<file path="src/rtl/common.sv">
// Shared cbus protocol types used by the caches, the arbiter and the memory controller.
package common;

  typedef enum logic [2:0] {
    LEN1  = 3'd0,
    LEN2  = 3'd1,
    LEN4  = 3'd2,
    LEN8  = 3'd3,
    LEN16 = 3'd4
  } cbus_len_t;

  typedef struct packed {
    logic        valid;
    logic        write;
    logic [31:0] addr;
    cbus_len_t   len;
    logic [31:0] data;
  } cbus_req_t;

  typedef struct packed {
    logic        ready;
    logic        last;
    logic [31:0] data;
  } cbus_resp_t;

endpackage

</file>
<file path="src/rtl/cbus_arb_select.sv">
// Combinational picker: first valid requester found when searching upward from last_index+1, modulo NUM_REQ.
// Fixed priority is this same search with last_index tied to NUM_REQ-1.
module cbus_arb_select #(
  parameter int NUM_REQ = 2,
  parameter int IDX_W   = 1
) (
  input  logic [NUM_REQ-1:0] valid,
  input  logic [IDX_W-1:0]   last_index,
  output logic [IDX_W-1:0]   index,
  output logic               any_valid
);

  logic [IDX_W-1:0] cand;

  // NOTE: every variable written in always_comb gets a default first; a path that skips
  // an assignment would otherwise infer a latch.
  always_comb begin
    index     = '0;
    any_valid = 1'b0;
    cand      = '0;
    // Walk from furthest to nearest so the candidate right after last_index wins.
    for (int k = NUM_REQ; k >= 1; k--) begin
      cand = IDX_W'((int'(last_index) + k) % NUM_REQ);
      if (valid[cand]) begin
        index     = cand;
        any_valid = 1'b1;
      end
    end
  end

endmodule

</file>
<file path="src/rtl/cbus_arbiter.sv">
// Grants the memory cbus to one cache for a whole transaction and steers the response back.
// Define CBUS_ARB_ROUND_ROBIN_EN for round-robin selection; otherwise the lowest-numbered port wins.
module cbus_arbiter
  import common::*;
#(
  parameter int NUM_REQ = 2
) (
  input  logic       clk,
  input  logic       reset_,
  input  cbus_req_t  ireqs  [NUM_REQ],
  output cbus_resp_t oresps [NUM_REQ],
  output cbus_req_t  creq,
  input  cbus_resp_t cresp
);

  localparam int IDX_W = (NUM_REQ > 1) ? $clog2(NUM_REQ) : 1;

  typedef logic [IDX_W-1:0] idx_t;

  typedef enum logic {
    ST_IDLE = 1'b0,
    ST_BUSY = 1'b1
  } state_t;

  state_t             state, state_nxt;
  idx_t               index, index_nxt;
  idx_t               last_index;
  idx_t               sel_index;
  logic               any_valid;
  logic [NUM_REQ-1:0] valid_vec;

  for (genvar i = 0; i < NUM_REQ; i++) begin : g_valid
    assign valid_vec[i] = ireqs[i].valid;
  end

  cbus_arb_select #(
    .NUM_REQ(NUM_REQ),
    .IDX_W  (IDX_W)
  ) u_select (
    .valid     (valid_vec),
    .last_index(last_index),
    .index     (sel_index),
    .any_valid (any_valid)
  );

`ifdef CBUS_ARB_ROUND_ROBIN_EN
  idx_t last_index_nxt;

  always_ff @(posedge clk or negedge reset_) begin
    if (!reset_) last_index <= idx_t'(NUM_REQ - 1);
    else         last_index <= last_index_nxt;
  end
`else
  assign last_index = idx_t'(NUM_REQ - 1);
`endif

  // NOTE: state registers use non-blocking assignments so every flop samples pre-edge values.
  always_ff @(posedge clk or negedge reset_) begin
    if (!reset_) begin
      state <= ST_IDLE;
      index <= '0;
    end else begin
      state <= state_nxt;
      index <= index_nxt;
    end
  end

  always_comb begin
    state_nxt = state;
    index_nxt = index;
`ifdef CBUS_ARB_ROUND_ROBIN_EN
    last_index_nxt = last_index;
`endif
    unique case (state)
      ST_IDLE: begin
        if (any_valid) begin
          state_nxt = ST_BUSY;
          index_nxt = sel_index;
        end
      end
      ST_BUSY: begin
        // The final beat ends the grant; the following cycle is always a bus bubble.
        if (cresp.ready && cresp.last) begin
          state_nxt = ST_IDLE;
`ifdef CBUS_ARB_ROUND_ROBIN_EN
          last_index_nxt = index;
`endif
        end
      end
    endcase
  end

  always_comb begin
    creq = '0;
    for (int i = 0; i < NUM_REQ; i++) oresps[i] = '0;
    if (state == ST_BUSY) begin
      creq          = ireqs[index];
      oresps[index] = cresp;
    end
  end

  // The arbiter has no recovery path if the granted cache abandons its transaction.
  a_hold_valid: assert property (@(posedge clk) disable iff (!reset_)
    (state == ST_BUSY) |-> ireqs[index].valid)
    else $error("cbus_arbiter: granted requester dropped valid mid-transaction");

endmodule

</file>
<file path="config.mk">
export PLATFORM = sky130hd
export DESIGN_NAME = cbus_arbiter
export DESIGN_NICKNAME = d
export VERILOG_FILES = /design/src/rtl/common.sv /design/src/rtl/cbus_arb_select.sv /design/src/rtl/cbus_arbiter.sv
export SDC_FILE = /design/constraint.sdc
export NUM_CORES = 1
export LEC_CHECK = 0
export BUFFER_PORTS_ARGS = -buffer_cell sky130_fd_sc_hd__buf_2
export CORE_AREA = 2 2 121 123
export DETAILED_ROUTE_END_ITERATION = 7
export DIE_AREA = 0 0 123 125
export GPL_TIMING_DRIVEN = 0
export HOLD_SLACK_MARGIN = 0.12
export PLACE_DENSITY = 0.42
export SYNTH_ARGS = -nofsm -noshare
export SYNTH_HDL_FRONTEND = slang
export SYNTH_SLANG_ARGS = --single-unit
</file>
<file path="constraint.sdc">
create_clock -name clk -period 2.94 [get_ports clk]
set_input_delay 0.294 -clock clk [delete_from_list [all_inputs] [get_ports clk]]
set_output_delay 0.294 -clock clk [all_outputs]
set_load 0.03 [all_outputs]
</file>
==> flow_metrics.tcl <==
set metrics [dict create \
    status "completed" \
    cts.sinks 2 \
    whs_ns 0.303 \
    maxCapViolCount 0 \
    crit_buf_inv 3 \
    setup_viol 0 \
    fmax_mhz 521 \
    antenna_left 0 \
    syn_area_um2 1650 \
    leakagePower_nw 2.33 \
    drtPass1Iterations 4 \
    ios 311 \
    drt-wirelength-per-cell_um 13.1 \
    routed_via_density 3.85 \
    fp.dieH_um 125 \
    synth_top_family_by_area "simple AND/OR/NAND/NOR gates" \
    worstPathArrival_ns 1.63 \
    area_growth_syn_to_layout_pct 113 \
    hold_viol_final 0 \
    initial_core_util_pct 11.6 \
    crit_type "reg2out" \
    drv_slew 0 \
    rows 44 \
    critPathMaxStageDelay_ns 0.35 \
    routed_wl_mm 9.65 \
    yosys-top-cells-area "mux2i_1, nor2_1, and3_1, and2_1, dfrtp_1" \
    portBuffers 310 \
    tightestPinTransition_ns 0.381 \
    r2r.worst_path.cells 4 \
    busiest_layer "met2" \
    cp.required_ns 2.65 \
    hold_depth 2 \
    hold_class "in2reg" \
    cp_slowest_cell "dfrtp_1" \
    grt_max_degree 11 \
    relSlewSlack_pct 74.6 \
    syn-mean-instance-area_um2 6.86 \
    synth_compound_area_share_pct 1.29 \
    synth_xor_area_share_pct 0 \
    ys_seq_area_share_pct 3.03 \
    htreeDepth 1 \
    synth.ff_latch_count 2 \
    synth-async-reset-ratio_pct 100 \
    cp_max_fo 10 \
    die_area_um2 15400 \
    ir_drop_mv 0.164 \
    dp_hpwl_mm 8.34 \
    final_nets 731 \
    via_count 2847 \
    place.gp.congestion 0.837 \
    insertion_delay_ns 0.22 \
    path_depth 5 \
    synth_edf_count 0 \
    cp-start-kind "register" \
    synth_top_cell_by_area "mux2i_1" \
    fin_crit_ns 1.92 \
    cts_tree "built" \
    min_to "state" \
    endpoint_kind "primary output" \
    path_cells "buf_4 -> nor2b_4 -> clkbuf_1 -> and2_1 -> buf_2" \
    synth_adder_area_share_pct 0 \
    synth-main-ff-cell "dfrtp_1" \
    grt_pass1_wl_mm 13.7 \
    syn-num-nets 415 \
    diodes 0 \
    yosysMostFrequentCell "nor2_1" \
    drcViolationCount 0 \
    powerDensity_nw_per_um2 521 \
    dr.first_iter.drc_count 71 \
    clkTransAtPathRegs_ns 0.03 \
    synth_cell_type_count 18 \
    fp.coreArea_um2 14200 \
    cts_root_buffer "clkbuf_16" \
    netlist.area_leader.share_pct 41.8 \
    post-cts-setup-buffer-count 0 \
    rsz0062_at_grt "false" \
    track_usage_pct 11.2 \
    syn_inst 241 \
    met3_usage_pct 1.09 \
    setup_tns_ns 0 \
    grt_pass1_vias 2605 \
    die_x_um 123 \
    fin_crit_sh_pct 65.3 \
    r2r-start "state" \
    drive_gt1_share_pct 60.4 \
    met1_usage_pct 14.1 \
    cp_top_family "buffers and inverters" \
    final_cells 739 \
    clock_path_buffers 2 \
    use_met2_pct 21.1 \
    overflow 0 \
    place_inst 735 \
    finalClockSkew_ns 0.00328 \
    yosys_warnings 0 \
    synth_simple_gate_area_share_pct 43.0 \
    synthTopCellsByCount "nor2_1, mux2i_1, and3_1" \
    min-delay-start "cresp[32]" \
    antenna_found_initial 0 \
    r2r_slack_ns 1.68 \
    final_util_pct 24.8 \
    synth_mux_area_share_pct 41.8 \
    r2r-end "index" \
    cts_buffers 3 \
]
[layer usage]
layer | vias up | routed length, µm | share of wire, %
met4 | 0 | 41 | 0.42
li1 | 1436 | - | -
met5 | - | 0 | 0
met2 | 130 | 5060 | 52
met3 | 2 | 546 | 5.7
met1 | 1279 | 4010 | 42
[through the flow]
step | total power, mW | cell area, µm² | setup slack [ns]
2_1_floorplan | 1.16 | 1650 | 1.35
3_3_place_gp | 1.64 | 3430 | 1.23
3_5_place_dp | 1.64 | 3430 | 1.21
4_1_cts | 1.85 | 3520 | 0.974
5_1_grt | 1.95 | 3520 | 0.856
6_report | 1.83 | 3520 | 1.02
[worst max-delay path by stage]
stage	start	end	slack, ns
finish	index	oresps[49]	1.02
global route	state	creq[55]	0.86
CTS	index	oresps[49]	0.97
detailed placement	state	creq[57]	1.21
global placement	index	oresps[49]	1.23
floorplan	index	creq[44]	1.35
[cell families after synthesis]
kind of cell / count (synthesis)
multiplexers: 69
AND/OR/NAND/NOR: 141
buffers and inverters: 27
flip-flops: 2
AO/OA/AOI/OAI: 2
[registers in the layout, indices dropped and copies added (netlist names)]
name	count
state	1
index	1
[cell type report]
type                       instances  area (µm²)
timing repair buffer             311        1560
buffer                            26         176
sequential                         2        50.0
multi-input combinational        212        1420
tap                              184         230
clock buffer                       3        75.1
fill                            1622       10700
inverter                           1        3.75
[where the power goes]
group | leakage [nW] | switching [mW] | internal [mW] | total (mW)
registers | 0.0220 | 0.00207 | 0.0320 | 0.0340
clock network | 0.0370 | 0.0301 | 0.173 | 0.203
logic | 2.27 | 1.04 | 0.561 | 1.60
[cells in the final DEF (no fill, tap or decap), drive strengths merged]
master	n
mux2i	69
nor2	70
a2bb2oi	1
a31oi	1
nand2	1
nor3	1
dlygate4sd3	1
and3	34
clkbuf	12
inv	1
and2	33
nor2b	2
dfrtp	2
buf	327
[worst register-to-register path: cells and delay by family, from the launching register on]
kind,cells,cell delay (ns)
buffers and inverters,3,0.65
AO/OA/AOI/OAI,1,0.09
flip-flops,1,0.39
[what timing repair did]
| item | CTS | global route |
|---|---|---|
| endpoints found under the setup margin | 0 | 0 |
| hold endpoints to repair | 2 | 0 |
| hold buffers | 1 | 0 |
| gates resized for setup | 0 | 0 |
(Power assumes the default switching activity.)
